--- src/rtl/ifetch_unit_if.sv ---
// -----------------------------------------------------------------------------
// ifetch_unit_if
// Bundles the two handshake channels of the instruction fetch unit:
//   imem_req_*  : read request to instruction memory (valid/ready, 64-bit addr)
//   imem_resp_* : read response from instruction memory (valid, 32-bit word)
//   inst_*      : fetched instruction toward decode (valid/ready, word, PC,
//                 misaligned-fetch fault flag)
// Modports:
//   master : the fetch unit side
//   slave  : the memory/decode side (testbench or surrounding core)
// -----------------------------------------------------------------------------
interface ifetch_unit_if;
   logic        imem_req_valid;
   logic [63:0] imem_req_addr;
   logic        imem_req_ready;
   logic        imem_resp_valid;
   logic [31:0] imem_resp_data;
   logic        inst_valid;
   logic        inst_ready;
   logic [31:0] inst_out;
   logic [63:0] inst_pc;
   logic        inst_fault;

   modport master (
      output imem_req_valid,
      output imem_req_addr,
      input  imem_req_ready,
      input  imem_resp_valid,
      input  imem_resp_data,
      output inst_valid,
      input  inst_ready,
      output inst_out,
      output inst_pc,
      output inst_fault
   );

   modport slave (
      input  imem_req_valid,
      input  imem_req_addr,
      output imem_req_ready,
      output imem_resp_valid,
      output imem_resp_data,
      input  inst_valid,
      output inst_ready,
      input  inst_out,
      input  inst_pc,
      input  inst_fault
   );
endinterface

--- src/rtl/ifetch_unit.sv ---
// -----------------------------------------------------------------------------
// ifetch_unit
// Instruction fetch unit for the in-order RV64 core. Issues one instruction
// memory read per PC, presents the returned word to decode, holds the PC
// register (o_bubble) until decode accepts, and discards fetches made stale
// by a PC redirect.
// Ports:
//   i_clk      : clock, rising edge
//   i_rst      : synchronous active-high reset
//   i_pc_in    : current PC from the PC register
//   i_redirect : PC register is loading a non-sequential value this cycle
//   o_bubble   : 1 = PC register holds its value
//   bus        : imem request/response and decode channels (master side)
// -----------------------------------------------------------------------------
module ifetch_unit #(
   parameter logic [63:0] RESET_PC = 64'h0000_0000_8000_0000
) (
   input  logic          i_clk,
   input  logic          i_rst,
   input  logic [63:0]   i_pc_in,
   input  logic          i_redirect,
   output logic          o_bubble,
   ifetch_unit_if.master bus
);

   typedef enum logic [1:0] {
      ST_REQ   = 2'd0,
      ST_WAIT  = 2'd1,
      ST_KILL  = 2'd2,
      ST_VALID = 2'd3
   } state_t;

   localparam logic [31:0] NOP_WORD = 32'h0000_0013;

   state_t      r_state;
   state_t      w_next_state;
   logic [31:0] r_inst_out;
   logic [63:0] r_inst_pc;
   logic        r_inst_fault;

   logic        w_misaligned;
   logic        w_load_pc;     // request accepted: remember its PC
   logic        w_load_resp;   // response kept: capture the word
   logic        w_load_fault;  // misaligned PC: synthesize a faulting NOP

   assign w_misaligned = (i_pc_in[1:0] != 2'b00);

   // Next-state and capture-enable decode.
   always_comb begin
      w_next_state = r_state;
      w_load_pc    = 1'b0;
      w_load_resp  = 1'b0;
      w_load_fault = 1'b0;
      case (r_state)
         ST_REQ: begin
            if (w_misaligned) begin
               // A redirect means pc_in is about to be replaced, so the
               // fault belongs to a PC that will never execute; wait for
               // the new PC instead.
               if (i_redirect) begin
                  w_next_state = ST_REQ;
               end else begin
                  w_load_fault = 1'b1;
                  w_next_state = ST_VALID;
               end
            end else if (bus.imem_req_ready) begin
               w_load_pc    = 1'b1;
               w_next_state = i_redirect ? ST_KILL : ST_WAIT;
            end else begin
               w_next_state = ST_REQ;
            end
         end
         ST_WAIT: begin
            if (bus.imem_resp_valid) begin
               if (i_redirect) begin
                  w_next_state = ST_REQ;
               end else begin
                  w_load_resp  = 1'b1;
                  w_next_state = ST_VALID;
               end
            end else if (i_redirect) begin
               w_next_state = ST_KILL;
            end else begin
               w_next_state = ST_WAIT;
            end
         end
         ST_KILL: begin
            if (bus.imem_resp_valid) begin
               w_next_state = ST_REQ;
            end else begin
               w_next_state = ST_KILL;
            end
         end
         ST_VALID: begin
            if (bus.inst_ready || i_redirect) begin
               w_next_state = ST_REQ;
            end else begin
               w_next_state = ST_VALID;
            end
         end
         default: begin
            w_next_state = ST_REQ;
         end
      endcase
   end

   // State register and instruction output registers.
   always_ff @(posedge i_clk) begin
      if (i_rst) begin
         r_state      <= ST_REQ;
         r_inst_out   <= 32'h0000_0000;
         r_inst_pc    <= RESET_PC;
         r_inst_fault <= 1'b0;
      end else begin
         r_state <= w_next_state;
         if (w_load_fault) begin
            r_inst_pc    <= i_pc_in;
            r_inst_out   <= NOP_WORD;
            r_inst_fault <= 1'b1;
         end else if (w_load_pc) begin
            r_inst_pc <= i_pc_in;
         end
         if (w_load_resp) begin
            r_inst_out   <= bus.imem_resp_data;
            r_inst_fault <= 1'b0;
         end
      end
   end

   // Handshake outputs are state decodes, forced inactive during reset.
   assign bus.imem_req_valid = ~i_rst & (r_state == ST_REQ) & ~w_misaligned;
   assign bus.imem_req_addr  = i_pc_in;
   assign bus.inst_valid     = ~i_rst & (r_state == ST_VALID);
   // The PC advances only on the decode handshake.
   assign o_bubble           = i_rst | ~((r_state == ST_VALID) & bus.inst_ready);

   assign bus.inst_out   = r_inst_out;
   assign bus.inst_pc    = r_inst_pc;
   assign bus.inst_fault = r_inst_fault;

endmodule

--- src/flat_wrapper.sv ---
// flat-port wrapper written by rule: the top's interface ports become plain ports
module ifetch_unit_flat 
#(
   parameter logic [63:0] RESET_PC = 64'h0000_0000_8000_0000
)
  (i_clk, i_rst, i_pc_in, i_redirect, o_bubble, bus_imem_req_valid, bus_imem_req_addr, bus_imem_req_ready, bus_imem_resp_valid, bus_imem_resp_data, bus_inst_valid, bus_inst_ready, bus_inst_out, bus_inst_pc, bus_inst_fault);
  ifetch_unit_if bus_i ();
  input  logic i_clk;
  input  logic i_rst;
  input  logic [63:0] i_pc_in;
  input  logic i_redirect;
  output logic o_bubble;
  output wire logic [$bits(bus_i.imem_req_valid)-1:0] bus_imem_req_valid;
  output wire logic [$bits(bus_i.imem_req_addr)-1:0] bus_imem_req_addr;
  input wire logic [$bits(bus_i.imem_req_ready)-1:0] bus_imem_req_ready;
  input wire logic [$bits(bus_i.imem_resp_valid)-1:0] bus_imem_resp_valid;
  input wire logic [$bits(bus_i.imem_resp_data)-1:0] bus_imem_resp_data;
  output wire logic [$bits(bus_i.inst_valid)-1:0] bus_inst_valid;
  input wire logic [$bits(bus_i.inst_ready)-1:0] bus_inst_ready;
  output wire logic [$bits(bus_i.inst_out)-1:0] bus_inst_out;
  output wire logic [$bits(bus_i.inst_pc)-1:0] bus_inst_pc;
  output wire logic [$bits(bus_i.inst_fault)-1:0] bus_inst_fault;
  assign bus_imem_req_valid = bus_i.imem_req_valid;
  assign bus_imem_req_addr = bus_i.imem_req_addr;
  assign bus_i.imem_req_ready = bus_imem_req_ready;
  assign bus_i.imem_resp_valid = bus_imem_resp_valid;
  assign bus_i.imem_resp_data = bus_imem_resp_data;
  assign bus_inst_valid = bus_i.inst_valid;
  assign bus_i.inst_ready = bus_inst_ready;
  assign bus_inst_out = bus_i.inst_out;
  assign bus_inst_pc = bus_i.inst_pc;
  assign bus_inst_fault = bus_i.inst_fault;
  ifetch_unit #(.RESET_PC(RESET_PC)) u_core (.i_clk(i_clk), .i_rst(i_rst), .i_pc_in(i_pc_in), .i_redirect(i_redirect), .o_bubble(o_bubble), .bus(bus_i));
endmodule
--- config.mk ---
export PLATFORM = sky130hd
export DESIGN_NAME = ifetch_unit_flat
export DESIGN_NICKNAME = d
export VERILOG_FILES = /design/src/rtl/ifetch_unit_if.sv /design/src/rtl/ifetch_unit.sv /design/src/flat_wrapper.sv
export SDC_FILE = /design/constraint.sdc
export NUM_CORES = 1
export LEC_CHECK = 0
export ABC_AREA = 0
export BUFFER_PORTS_ARGS = -buffer_cell sky130_fd_sc_hd__buf_2
export CORE_MARGIN = 2
export CORE_UTILIZATION = 47
export DETAILED_ROUTE_END_ITERATION = 7
export GPL_TIMING_DRIVEN = 0
export PLACE_DENSITY = 0.85
export SLEW_MARGIN = 15
export SYNTH_ARGS = -nofsm -noshare
export SYNTH_HDL_FRONTEND = slang
export SYNTH_SLANG_ARGS = --single-unit
--- constraint.sdc ---
create_clock -name i_clk -period 2.6 [get_ports i_clk]
set_clock_uncertainty 0.2 [all_clocks]
set_input_delay 0.13 -clock i_clk [delete_from_list [all_inputs] [get_ports i_clk]]
set_output_delay 0.13 -clock i_clk [all_outputs]
set_load 0.05 [all_outputs]
Word-level counts from Yosys, hierarchy flattened

Index checks and enable logic that the tools add are counted.
Widths: inputs -> output; s select.

Register bits: 99
Bits in latches: 0
Bits in writable memories: 0
ROM bits: 0
Bits of input ports: 102
Word-level logic and storage cells: 41
Memories kept: 0

$add $sub $neg: 0
Multipliers: 0
Div/mod/pow operators: 0
$lt $le $gt $ge: 0
Equal/unequal tests: 3
Shift-type cells: 0
Muxes and demuxes: 20
Bitwise operators: 8
Reductions and logical operators: 6

Operators by type and width:

| kind               | number |
|---|---|
| $mux 64            | 2 |
| $mux 32            | 2 |
| $mux 2             | 7 |
| $mux 1             | 8 |
| $pmux 2 s4         | 1 |
| $reduce_bool 2->1  | 3 |
| $and 1x1->1        | 4 |
| $eq 2x2->1 const B | 2 |
| $not 1->1          | 3 |
| $eq 2x1->1 const B | 1 |
| $logic_not 2->1    | 1 |
| $reduce_or 2->1    | 1 |
| $logic_or 1x1->1   | 1 |
| $or 1x1->1         | 1 |

Logic depth before layout (Yosys ltp)

Depth after elaboration: 5
Depth in mapped cells: 7
Gate-level depth less buffers: 5

Worst setup path after synthesis

No wires, ideal clock.

Kind: register -> output
Start point: reg u_core.r_state[0]
End point: out bus_imem_req_valid
Arrival time: 2.395 ns
Data required time: 2.270 ns
Setup slack: -0.125 ns
Stages on the path, launching flop included: 6
Path through: dfxtp_1 -> buf_6 -> or2_1 -> buf_2 -> clkbuf_1 -> nor4_1

Word-level cells in the longest chain between the ends: 3

Ends and longest elaborated chain:

| item                     | line               | source |
|---|---|---|
| start: declaration       | ifetch_unit.sv:35  | `state_t r_state;` |
| start signal: assignment | ifetch_unit.sv:115 | `r_state <= w_next_state;` |
| $logic_not 2->1          | ifetch_unit.sv:131 | `assign bus.imem_req_valid = ~i_rst & (r_state == ST_REQ) & ~w_misaligned;` |
| $and 1x1->1 (2 in a row) | ifetch_unit.sv:131 |  |
| end: declaration         | flat_wrapper.sv:13 | `output wire logic [$bits(bus_i.imem_req_valid)-1:0] bus_imem_req_valid;` |

Every way passes these cells.

Worst setup path in the final report

Start point: reg u_core.r_state[1]
End point: out bus_imem_req_valid

The elaborated chain is that of the path after synthesis.

==> reports/qor.yml <==
yosys:
  synth_most_common_cell: "nand2_1"
  yosys_warnings: 0
  ys.flop_type: "dfxtp_1"
  synth_top_area_share_pct: 43.49
  synth.net_count: 620
  synth.avg_cell_area_um2: 8.831
  synth.distinct_cells: 32
  synth_commonest_cells: "nand2_1, dfxtp_1, buf_4, mux2i_1, a21oi_1"
  synth_area_um2: 4557
  netlist.top_cell.by_area: "dfxtp_1"
  synth-async-reset-ratio_pct: 0
  postSynthCellCount: 516
  ys_seq_area_share_pct: 43.49
  synth-edff-count: 0
  synth-seq-cells: 99
  netlist_top_cells_area: "dfxtp_1, mux2i_1, nand2_1"
cells_and_area:
  final_util_pct: 77.77
  antennaDiodeCount: 0
  nets: 995
  syn2layout_area_growth_pct: 59.20
  drive_gt1_share_pct: 39.66
clock_tree:
  clock-sinks: 99
  clockBufferDepth: 2
  cts-root-buf: "clkbuf_8"
  h-tree-depth: 3
  cts_tree: "yes"
  clk_pin_slew_ps: 90
  clk-insertion-delay-late_ps: 350
  cts_made_buffers: 9
worst_setup_path:
  critPathLaunchType: "flop"
  r2r_slack_ps: 720
  cp.arrival_ps: 1880
  worstSetupPathType: "flop to primary output"
  worstPathRequired_ps: 2270
  worstSetupEndpointType: "primary output"
  critPathMaxFanout: 10
pwr:
  p_int_w: 0.002702
  switchingPower_w: 0.001633
  swShare_pct: 37.67
  pwr-share-seq_pct: 39.3
  cellLeakagePower_nw: 3.542
  powerDensity_nw_per_um2: 597.6
  p_clk_share_pct: 24.7
  p_comb_share_pct: 36.0
  peakVddDrop_mv: 0.3500
sta:
  finalHoldViolations: 0
  setup_violations: 0
  fin_tns_setup_ps: 0
  fmax_mhz: 451.8
  worstMarginPinSlew_ps: 574.4
  fin_crit_sh_pct: 85.14
  drv_slew: 0
  slew_headroom_pct: 61.71
  post-route-min-period_ps: 2214
  rsz0062_at_grt: "false"
floorplan:
  die_h_um: 102.5
  core_area_um2: 9328
  die-area_um2: 10500
  rows: 35
  ioPinCount: 266
  die_w_um: 102.5
  start_util_pct: 48.85
status:
  status: "complete, no violations"
routing:
  drtPass1Iterations: 4
  wl_per_cell_um: 16.90
  num_vias: 5279
  first_iter_violations: 153
  vias_per_cell: 5.155
  routed_wl_mm: 17.31
  drc: 0
  ant_nets: 0
grt:
  antenna_found_initial: 0
  grt_max_degree: 16
  grt_pass1_wl_mm: 26.30
  grt_overflow: 0
  grtUsageTotal_pct: 32.16
  grt_pass1_vias: 5598
placed_design:
  dpl.hpwl_mm: 10.77
  place_congestion: 0.8122
  io_buffer_count: 264
hold_path:
  min-delay-path-class: "input port to flop"
job:
  maxCapViolations: 0
-- cell usage in the layout (no fill, tap or decap), types with 4 or more instances in the layout --
cell	n
a21oi_1	31
dfxtp_1	99
buf_4	64
buf_12	6
clkbuf_1	29
buf_2	267
nor2_1	4
mux2i_1	62
dlygate4sd3_1	100
o211ai_1	29
clkbuf_8	9
nand2_1	155
-- cells by family after synthesis --
group	Yosys count	synth area share [%]
mux	62	13.62
compound gates	74	10.52
simple gates	172	15.18
flops	99	43.49
fa+ha+maj	2	0.5491
buf+inv	107	16.64
-- worst max-delay path, cell delays in order, from the launching register on --
cell and delay (ps):
dfxtp_1 390, or2_1 240, buf_2 160, clkbuf_1 250, nor4_2 190, buf_2 300
-- power groups by stage --
| stage | clock network (W) | registers, W | logic [W] |
|---|---|---|---|
| floorplan | 0 | 0.00212 | 0.000662 |
| global placement | 0 | 0.00172 | 0.00138 |
| detailed placement | 0 | 0.00173 | 0.00140 |
| CTS | 0.00108 | 0.00170 | 0.00153 |
| global route | 0.00114 | 0.00171 | 0.00163 |
| finish | 0.00107 | 0.00170 | 0.00156 |
-- flip-flops by register name (all words and copies together), names as in the netlist --
register	cells
u_core.bus.inst_pc	64
u_core.r_state	2
u_core.bus.inst_fault	1
u_core.bus.inst_out	32
-- final cells by class --
class / instances / area [um^2]
multi-input cells: 310 / 1823
clock buffers: 11 / 131.4
clock inverters: 4 / 76.32
flip-flops and latches: 99 / 1982
plain buffers: 103 / 743.2
fillers: 570 / 2073
repair buffers: 364 / 2322
inverters: 4 / 15.01
well taps: 129 / 161.4
-- stage by stage --
step | hold slack, ps | cells | setup slack (ps) | total power [W] | area (um^2)
floorplan | 66.05 | 516 | 460.8 | 0.002782 | 4563
finish | 74.92 | 1024 | 386.4 | 0.004335 | 7254
global route | 30.21 | 1024 | 264.6 | 0.004480 | 7254
global placement | 171.0 | 909 | 782.7 | 0.003102 | 6046
detailed placement | 177.6 | 909 | 717.5 | 0.003135 | 6046
CTS | 2.093 | 1024 | 368.1 | 0.004300 | 7254
-- timing repair --
action / 4_1_cts / 5_1_grt
buffers inserted: 0 / 0
hold endpoints to repair: 98 / 0
resized for setup: 0 / 0
endpoints found under the setup margin: 0 / 0
hold buffers: 100 / 0
-- layer usage --
metal  up-vias  wire (um)  GRT usage, %
li1       2414          -             -
met1      2489       5926         30.77
met2       302       9241         60.43
met3        74       1406         9.850
met4         0        734         18.15
met5         -          0             0
-- final timing paths --
path / cells past startpoint / startpoint / to
worst min register to register: 2 / u_core.bus.inst_pc[0] / u_core.bus.inst_pc[0]
worst max register to register: 4 / u_core.r_state[1] / u_core.bus.inst_out[16]
worst min-delay path: 4 / i_redirect / u_core.r_state[1]
worst max-delay path: 5 / u_core.r_state[1] / bus_imem_req_valid
Note: power is estimated with default switching activity, not from simulation.
